`src/rtl/fetch_ctrl.sv`:
```
// fetch_ctrl: instruction-fetch sequencer with a branch-target LUT.
// Optional feature: define RELATIVE_BRANCH_EN to make branch targets PC-relative
// (ProgCtr + LUT entry, modulo 2**PC_W). Left undefined, branches are absolute.
//
// state  | meaning
// -------+------------------------------------------------------------
// S_IDLE | waiting for Start after reset; PC parked at 0
// S_RUN  | fetching: PC increments, holds on stall, jumps on branch
// S_DONE | halt seen; PC frozen until Start restarts from 0
module fetch_ctrl #(
  parameter int PC_W   = 10,
  parameter int LUT_AW = 5
) (
  input  logic              Clk,
  input  logic              Reset,
  input  logic              Start,
  input  logic              Halt,
  input  logic              Stall,
  input  logic              Branch,
  input  logic [LUT_AW-1:0] TgtIdx,
  input  logic              LutWe,
  input  logic [LUT_AW-1:0] LutAddr,
  input  logic [PC_W-1:0]   LutData,
  output logic [PC_W-1:0]   ProgCtr,
  output logic              Running,
  output logic              Done
);

  typedef enum logic [1:0] {
    S_IDLE = 2'd0,
    S_RUN  = 2'd1,
    S_DONE = 2'd2
  } state_t;

  localparam logic [PC_W-1:0] PC_ONE = {{(PC_W-1){1'b0}}, 1'b1};

  state_t          state_q, state_d;
  logic [PC_W-1:0] pc_q, pc_d;
  logic            running_q, running_d;
  logic            done_q, done_d;

  // Not reset: entries are only meaningful after software writes them.
  logic [PC_W-1:0] lut_mem [0:(2**LUT_AW)-1];
  logic [PC_W-1:0] lut_rd;
  logic [PC_W-1:0] target;

  // Read is combinational from current contents, so a same-cycle write
  // to the branch index cannot affect this cycle's target.
  assign lut_rd = lut_mem[TgtIdx];

`ifdef RELATIVE_BRANCH_EN
  assign target = pc_q + lut_rd;
`else
  assign target = lut_rd;
`endif

  // Branch-target table write port, usable in every state.
  always_ff @(posedge Clk) begin
    if (LutWe) begin
      lut_mem[LutAddr] <= LutData;
    end
  end

  // Next-state and next-PC selection; RUN priority is halt, stall, branch, increment.
  always_comb begin
    state_d = state_q;
    pc_d    = pc_q;
    case (state_q)
      S_IDLE, S_DONE: begin
        if (Start) begin
          state_d = S_RUN;
          pc_d    = '0;
        end
      end
      S_RUN: begin
        if (Halt) begin
          state_d = S_DONE;
        end else if (Stall) begin
          pc_d = pc_q;
        end else if (Branch) begin
          pc_d = target;
        end else begin
          pc_d = pc_q + PC_ONE;
        end
      end
      default: begin
        state_d = S_IDLE;
        pc_d    = '0;
      end
    endcase
    running_d = (state_d == S_RUN);
    done_d    = (state_d == S_DONE);
  end

  // State, PC and status flags; reset overrides every other input.
  always_ff @(posedge Clk) begin
    if (Reset) begin
      state_q   <= S_IDLE;
      pc_q      <= '0;
      running_q <= 1'b0;
      done_q    <= 1'b0;
    end else begin
      state_q   <= state_d;
      pc_q      <= pc_d;
      running_q <= running_d;
      done_q    <= done_d;
    end
  end

  assign ProgCtr = pc_q;
  assign Running = running_q;
  assign Done    = done_q;

endmodule

```
`config.mk`:
```
export PLATFORM = sky130hd
export DESIGN_NAME = fetch_ctrl
export DESIGN_NICKNAME = d
export VERILOG_FILES = /design/src/rtl/fetch_ctrl.sv
export SDC_FILE = /design/constraint.sdc
export NUM_CORES = 1
export LEC_CHECK = 0
export BUFFER_PORTS_ARGS = -buffer_cell sky130_fd_sc_hd__buf_2
export CORE_MARGIN = 5
export CORE_UTILIZATION = 59
export DETAILED_ROUTE_END_ITERATION = 8
export PLACE_DENSITY = 0.78
export SLEW_MARGIN = 5
export SYNTH_ARGS = -nofsm -noshare
export SYNTH_HDL_FRONTEND = slang
export SYNTH_SLANG_ARGS = --single-unit
```
`constraint.sdc`:
```
create_clock -name Clk -period 2.9 [get_ports Clk]
set_input_delay 0.725 -clock Clk [delete_from_list [all_inputs] [get_ports Clk]]
set_output_delay 0.725 -clock Clk [all_outputs]
set_load 0.01 [all_outputs]
```
==> metrics.txt, run 1 <==
Vias 6642; Synthesized Nets 655; Fmax 431 MHz; adder-cell area share of the yosys netlist 0.0958%; Placed Cells 964; Main synth FF type edfxtp_1; IO buf count 38; crit start category input port; Leakage 4.77 nW; drt first pass iters 5; Post-Synthesis Cells 627; Netlist cell types 52; crit end category flop; # resized after CTS 0; Rows 54; Final #Nets 745; Post-Synth XOR/XNOR Area 0.201%; vias in the first global route 6879; total CTS buffers 31; DR vias/cell 6.51; antenna violations before repair 0; outcome finished, final reports clean; actual slew at the worst max-slew pin 0.717 ns; Hold/Removal Path Class in2reg; GR Overflow Total 0; # setup viols final 0; gpl congestion 0.876; Syn-to-layout area delta 13.0%; WL per Instance 28.0 um; first-pass GRT wire length 43400 um; RSZ-0062 raised after global routing false; Hold Vio Cnt, Final 0; n_diodes 0; Crit-path slowest cell mux4_2; synth warn 0; mux contribution to synthesized area 15.6%; largest family of logic cells by synthesized area multiplexers; Cell Pwr Density 646 nW/um^2; worst-path cell chain buf_2 > mux4_2 > mux4_2 > mux2i_1 > a21o_1 > a21oi_1; Mean Syn Cell Area 20.8 sq um; Post-Layout Cell Count 1021; synthesis-stage register bit count 334; initial DRC count 718; Final period util 80.0%; Slew Limit Fails 0; crit-path max cell delay 0.52 ns; CP most frequent cell mux4_2; Peak VDD IR 0.000458 V; Starting Density 59.9%; Die Height 159 um; Placeable Area 21800 sq um; DRT antenna net count 0; Setup Fix Bufs, Post-CTS 0; DIE WIDTH 159 um; Core Util, Final 67.7%; TritonCTS clock tree built; H-tree depth 1; GRT Util Overall 22.9%; largest net degree at the start of global routing 35; Crit path required time 3.34 ns; crit path DAT 2.76 ns; latest clock arrival within the worst-skew pair 0.55 ns; clock skew 0.00956 ns; Max clock buf depth 3; post-synthesis compound-gate area fraction 2.84%; Crit Path Category in2reg; I/O pin total 39; Post-synth EDFFs 320; die area 25200 sq um; share of cells above drive strength 1 29.3%; Worst Path Buf+Inv 1; post-synthesis sequential area ratio 75.7%; Max Cap Violations 0; Worst Hold Margin 0.465 ns; Sum Neg Setup Slack 0 ns; asr flop ratio synth 0%; drt total wl 28600 um; Clock Sinks 334; Simple-Gate Fraction of Synth Area 4.26%; DR DRC count 0; Post-CTS Hold Buffers 0; cell area after synthesis 13100 sq um; min Tclk post-route 2.32 ns; clock-pin slew on the worst setup and hold paths 0.07 ns; clock root buffer clkbuf_16; maximum net fanout on the critical path 25; Max transition margin 52.2%; half-perimeter wire length after placement 18200 um; family with the most delay on the worst path multiplexers
flip-flops by register name, indices dropped and copies added (netlist names):
signal and count:
Done 1, state_q 2, Running 1, ProgCtr 10, lut_mem 320
final cells by class:
| cell class | instances | area (sq um) |
|---|---|---|
| inverter | 2 | 7.51 |
| clock inverter | 20 | 114 |
| timing repair buffer | 86 | 603 |
| tap | 280 | 350 |
| clock buffer | 37 | 798 |
| fill | 1338 | 7060 |
| multi-input combinational | 262 | 3000 |
| sequential | 334 | 9890 |
layout by cell type, fill, tap and decap left out, drive strengths merged, types with 6 or more instances in the layout:
cell type	n
o21ai	9
clkbuf	37
nand3	9
a32oi	7
nand2	15
mux2i	10
buf	86
mux4	86
clkinv	18
edfxtp	320
nand3b	7
nor2	44
a22oi	6
dfxtp	14
nor3	8
cell usage after synthesis, drive strengths merged (3+ instances only):
cell type	n	area share, %
clkbuf	9	0.26
mux2i	10	0.77
a21oi	4	0.15
edfxtp	320	74
nand4	3	0.14
nor2	44	1.3
a32oi	7	0.47
a21o	3	0.17
nor3	8	0.31
nand3	9	0.34
nor3b	3	0.17
o21ai	9	0.34
a22oi	6	0.34
dfxtp	14	2.1
mux4	86	15
nand3b	7	0.40
nor2b	4	0.19
and3	4	0.19
or3b	3	0.20
buf	20	1.0
nand2	15	0.43
o22ai	3	0.14
metrics by stage:
stage          setup WS (ns)  total power, mW  area (sq um)
2_1_floorplan          0.433             5.74         13100
3_3_place_gp          0.0453             5.95         13900
3_5_place_dp          0.0270             5.97         13900
4_1_cts                0.612             9.60         14800
5_1_grt                0.533             9.86         14800
6_report               0.581             9.54         14800
worst paths after layout:
path	startpoint	to	slack, ns	cells past startpoint
worst max-delay path	TgtIdx[2]	ProgCtr[4]$_SDFFE_PP0P_	0.58	6
worst min-delay path	Reset	ProgCtr[3]$_SDFFE_PP0P_	0.47	2
worst max register to register	state_q[0]$_SDFF_PP0_	ProgCtr[9]$_SDFFE_PP0P_	0.81	4
worst min register to register	ProgCtr[8]$_SDFFE_PP0P_	ProgCtr[8]$_SDFFE_PP0P_	0.53	1
cells by family after synthesis:
| family | after synthesis |
|---|---|
| AO/OA/AOI/OAI | 51 |
| XOR/XNOR | 3 |
| buffers and inverters | 31 |
| adder cells (fa/ha/maj) | 1 |
| AND/OR/NAND/NOR | 111 |
| flip-flops | 334 |
| multiplexers | 96 |
layer usage:
layer  GRT usage (%)  wire [um]  vias up
met2            38.1      14400      388
met3            5.08       2910       64
li1                -          -     2825
met5               0          0        -
met4            7.35        872        0
met1            30.5      10400     3365
power by group:
group	total (mW)	switching, mW	leakage (nW)	internal [mW]
clock network	3.66	1.63	0.448	2.03
logic	0.511	0.307	1.33	0.204
registers	5.36	0.0183	3.00	5.34
total	9.54	1.95	4.77	7.58
Power figures use the tool's default switching activity.
==> run 2, diff against run 1 <==
==> constraint.sdc (replaced) <==
create_clock -name Clk -period 2.3 [get_ports Clk]
set_input_delay 0.575 -clock Clk [delete_from_list [all_inputs] [get_ports Clk]]
set_output_delay 0.575 -clock Clk [all_outputs]
set_load 0.01 [all_outputs]
==> metrics.txt, run 2 (same netlist as run 1, synthesis figures left out) <==
Starting Density 59.9% (unchanged); Worst Hold Margin 0.330 ns (-0.135 ns); vias in the first global route 7065 (+2.7%); total CTS buffers 31 (unchanged); Placeable Area 21800 sq um (unchanged); maximum net fanout on the critical path 15 (-40%); Syn-to-layout area delta 16.4%; die area 25200 sq um (unchanged); DR vias/cell 6.52 (+0.25%); # setup viols final 0 (unchanged); H-tree depth 1 (unchanged); Most flops, register lut_mem; Slew Limit Fails 0 (unchanged); actual slew at the worst max-slew pin 0.700 ns (-0.0170 ns); DIE WIDTH 159 um (unchanged); Crit path required time 2.73 ns (-0.61 ns); WL per Instance 28.3 um (+0.76%); Final period util 88.2%; half-perimeter wire length after placement 19500 um (+7.1%); crit path DAT 2.46 ns (-0.30 ns); reg2reg path depth 7 (+3); Die Height 159 um (unchanged); first-pass GRT wire length 44900 um (+3.5%); share of cells above drive strength 1 33.2% (+4.0 points); Peak VDD IR 0.000629 V (+37%); Crit Path Category in2reg; DR DRC count 0 (unchanged); Max clock buf depth 3 (unchanged); DRT antenna net count 0 (unchanged); clock root buffer clkbuf_16; drt first pass iters 5 (unchanged); GRT Util Overall 23.6% (+0.78 points); clock skew 0.00738 ns (-0.00218 ns); min Tclk post-route 2.03 ns; max reg flops 320 (unchanged); Hold/Removal Path Class in2reg; initial DRC count 799 (+11%); most common cell after layout, fill and taps aside edfxtp_1; Hold Vio Cnt, Final 0 (unchanged); n_diodes 0 (unchanged); Core Util, Final 69.7% (+2.0 points); Leakage 5.01 nW (+5.1%); hold depth 3 (+1); Rows 54 (unchanged); Final #Nets 780 (+4.7%); clock-pin slew on the worst setup and hold paths 0.07 ns (about the same); Setup Fix Bufs, Post-CTS 0 (unchanged); Sum Neg Setup Slack 0 ns (unchanged); # resized after CTS 0 (unchanged); Vias 6887 (+3.7%); final worst slack 0.272 ns (-0.309 ns); RSZ-0062 raised after global routing false; latest clock arrival within the worst-skew pair 0.55 ns (about the same); TritonCTS clock tree built; Max Cap Violations 0 (unchanged); Max transition margin 53.3% (+1.1 points); largest net degree at the start of global routing 33 (-5.7%); I/O pin total 39 (unchanged); most frequent cells in the layout 320 x edfxtp_1, 86 x mux4_2, 74 x buf_4; crit start category input port; gpl congestion 0.930 (+6.2%); Clock Sinks 334 (unchanged); outcome finished, final reports clean; GR Overflow Total 0 (unchanged); Cell Pwr Density 825 nW/um^2 (+28%); Post-CTS Hold Buffers 0 (unchanged); antenna violations before repair 0 (unchanged); crit end category flop; fill count 1265 (-5.5%); pre-CTS setup slack -0.257 ns (-0.284 ns); drt total wl 29800 um (+4.2%); Fmax 493 MHz; IO buf count 38 (unchanged); Pwr Total 12.5 mW (+32%)
==> run 2: cell count changes in the layout (fill, tap and decap cells not counted), sizes merged <==
cell	previous run	this run
buf	86	121
bufinv	1	3
clkbuf	37	46
clkinv	18	6
clkinvlp	1	2
==> run 2: worst paths after layout <==
check / start / end / slack [ns]
max: TgtIdx[0] / ProgCtr[5]$_SDFFE_PP0P_ / 0.27
min: Start / state_q[0]$_SDFF_PP0_ / 0.33
max reg2reg: state_q[0]$_SDFF_PP0_ / ProgCtr[9]$_SDFFE_PP0P_ / 0.38
min reg2reg: ProgCtr[9]$_SDFFE_PP0P_ / ProgCtr[9]$_SDFFE_PP0P_ / 0.49
==> run 2: power by group <==
part / switching [mW] / leakage (nW) / total, mW / internal (mW)
clock: 2.10 / 0.494 / 5.07 / 2.98
sequential: 0.0242 / 3.00 / 6.76 / 6.74
combinational: 0.403 / 1.52 / 0.709 / 0.306
total: 2.52 / 5.01 / 12.5 / 10.0
==> run 2: worst max-delay path, stage by stage <==
cell	delay, ns
buf_4	0.19
buf_12	0.20
buf_12	0.13
mux4_2	0.51
mux2i_1	0.25
buf_4	0.18
a221oi_1	0.08
a221o_1	0.33
==> run 2: area by class of cell <==
class	count	area (sq um)	share of cell area (%)
clock inverters	11	134	0.880
multi-input cells	262	3000	19.8
repair buffers	121	941	6.19
clock buffers	46	882	5.80
inverters	2	7.51	0.0494
flip-flops and latches	334	9890	65.0
well taps	280	350	2.30
==> run 2: metrics by stage <==
step	cells	area, sq um
after floorplan	627	13100
after global placement	999	14200
after detailed placement	999	14200
after CTS	1056	15200
after global routing	1056	15200
final	1056	15200
==> run 2: per-layer routing <==
layer / part of all wire (%) / vias to the layer above / global-route usage (%) / wire, um
met3: 9.5 / 62 / 5.55 / 2840
met2: 49 / 384 / 37.9 / 14700
met1: 39 / 3553 / 33.6 / 11600
met5: 0 / - / 0 / 0
met4: 2.6 / 0 / 5.91 / 784
li1: - / 2888 / - / -
==> run 3, diff against run 2 <==
--- a/config.mk
+++ b/config.mk
@@ -9,6 +9,7 @@
 export CORE_MARGIN = 5
 export CORE_UTILIZATION = 59
 export DETAILED_ROUTE_END_ITERATION = 8
+export GPL_TIMING_DRIVEN = 0
 export PLACE_DENSITY = 0.78
 export SLEW_MARGIN = 5
 export SYNTH_ARGS = -nofsm -noshare
==> metrics.txt, run 3 (same netlist as run 1, synthesis figures left out) <==
DR vias/cell 6.75 (+3.5%); RSZ-0062 raised after global routing false; crit start category input port; Most flops, register lut_mem; Max clock buf depth 3 (unchanged); gpl congestion 0.934 (+0.37%); GRT Util Overall 23.5% (-0.11 points); outcome finished, final reports clean; share of cells above drive strength 1 27.8% (-5.5 points); H-tree depth 1 (unchanged); GR Overflow Total 0 (unchanged); Multi-input gate area 3020 sq um (+0.54%); Net Sw Frac 20.0% (-0.16 points); DIE WIDTH 159 um (unchanged); first-pass GRT wire length 44600 um (-0.66%); Worst Hold Margin 0.343 ns (+0.0138 ns); DRT antenna net count 0 (unchanged); Die Height 159 um (unchanged); Pwr Total 12.8 mW (+1.9%); register area 9890 sq um (unchanged); max reg flops 320 (unchanged); most common cell after layout, fill and taps aside edfxtp_1; Crit Path Category in2reg; initial DRC count 920 (+15%); # setup viols final 0 (unchanged); Net Switching 2.55 mW (+1.1%); clock-pin slew on the worst setup and hold paths 0.06 ns (about the same); vias in the first global route 6973 (-1.3%); min Tclk post-route 2.24 ns (+0.207 ns); clock root buffer clkbuf_16; DR DRC count 0 (unchanged); Placed Cells 941 (-5.8%); Hold Vio Cnt, Final 0 (unchanged); fill count 1289 (+1.9%); die area 25200 sq um (unchanged); Final #Nets 725 (-7.1%); Starting Density 59.9% (unchanged); IO buf count 34 (-11%); largest net degree at the start of global routing 33 (unchanged); Final period util 97.2% (+9.0 points); n_diodes 0 (unchanged); Vias 6752 (-2.0%); Sum Neg Setup Slack 0 ns (unchanged); clock power share 42.2% (+1.8 points); Peak VDD IR 0.000734 V (+17%); Post-CTS Hold Buffers 0 (unchanged); Hold/Removal Path Class in2reg; Max transition margin 13.7% (-40 points); Fmax 447 MHz (-9.3%); Gate power share 4.9% (-0.8 points); TritonCTS clock tree built; clock skew 0.0116 ns (+0.00422 ns); half-perimeter wire length after placement 18300 um (-6.2%); Post-Layout Cell Count 1000 (-5.3%); Reg power frac 52.9% (-1.0 points); Slew Limit Fails 0 (unchanged); Syn-to-layout area delta 12.6%; maximum net fanout on the critical path 10 (-5); actual slew at the worst max-slew pin 1.29 ns (+0.590 ns); Rows 54 (unchanged); Placeable Area 21800 sq um (unchanged); antenna violations before repair 0 (unchanged); Int Pwr 10.2 mW (+2.1%); WL per Instance 29.5 um (+4.5%); crit end category flop; most frequent cells in the layout 320 x edfxtp_1, 86 x mux4_2, 42 x nor2_1, 42 x buf_2, 31 x clkbuf_16; Max Cap Violations 0 (unchanged); total CTS buffers 31 (unchanged); latest clock arrival within the worst-skew pair 0.55 ns (about the same); Clock Sinks 334 (unchanged); drt total wl 29500 um (-1.0%); Cell Pwr Density 869 nW/um^2 (+5.3%); Leakage 4.68 nW (-6.7%); crit path DAT 2.67 ns (+0.21 ns); I/O pin total 39 (unchanged); drt first pass iters 5 (unchanged); Crit path required time 2.74 ns (about the same)
run 3: worst paths after layout:
check	start	slack (ns)	cells after the start	end
setup / recovery	TgtIdx[4]	0.06	6	ProgCtr[1]$_SDFFE_PP0P_
hold / removal	Start	0.34	3	state_q[0]$_SDFF_PP0_
setup reg to reg	state_q[0]$_SDFF_PP0_	0.21	6	ProgCtr[9]$_SDFFE_PP0P_
hold reg to reg	ProgCtr[9]$_SDFFE_PP0P_	0.51	2	ProgCtr[9]$_SDFFE_PP0P_
run 3: power by group through the flow:
stage | logic, mW | clock network, mW | registers [mW]
after floorplan | 0.362 | 0 | 6.88
after global placement | 0.589 | 0 | 6.88
after detailed placement | 0.614 | 0 | 6.89
after CTS | 0.622 | 5.40 | 6.76
after global routing | 0.672 | 5.70 | 6.76
final | 0.631 | 5.39 | 6.76
run 3: layout make-up:
cell class,instances,share of cell area (%)
sequential,334,67.2
clock inverter,19,1.85
buffer,29,1.25
timing repair buffer,37,1.31
clock buffer,37,5.42
multi-input combinational,262,20.5
tap,280,2.38
inverter,2,0.0510
run 3: per-layer routing:
metal  global-route usage, %  up-vias  wire length (um)
met5                       0        -                 0
met4                    6.49        0               805
met3                    5.78       63              3080
met2                    37.7      447             14500
met1                    33.0     3474             11100
li1                        -     2768                 -
run 3: stage by stage:
step / cell area [sq um] / util (%) / setup WS [ns]
2_1_floorplan: 13100 / - / 0.00964
3_3_place_gp: 13600 / 62.3 / -0.674
3_5_place_dp: 13600 / 62.3 / -0.753
4_1_cts: 14700 / 67.3 / 0.0463
5_1_grt: 14700 / 67.4 / 0.0180
6_report: 14700 / 67.4 / 0.0646
run 3: critical path, cell delays in order:
cell and delay [ns]:
clkbuf_1 0.46, clkbuf_2 0.43, mux4_2 0.37, a22oi_1 0.27
a41oi_1 0.24, a221o_1 0.32
run 3: what timing repair did:
action / in CTS / in global routing
buffers inserted: 0 / 3
hold endpoints to repair: 0 / 0
endpoints found under the setup margin: 5 / 3
resized for setup: 8 / 3
pin swaps: 1 / 1
cloned: 0 / 0
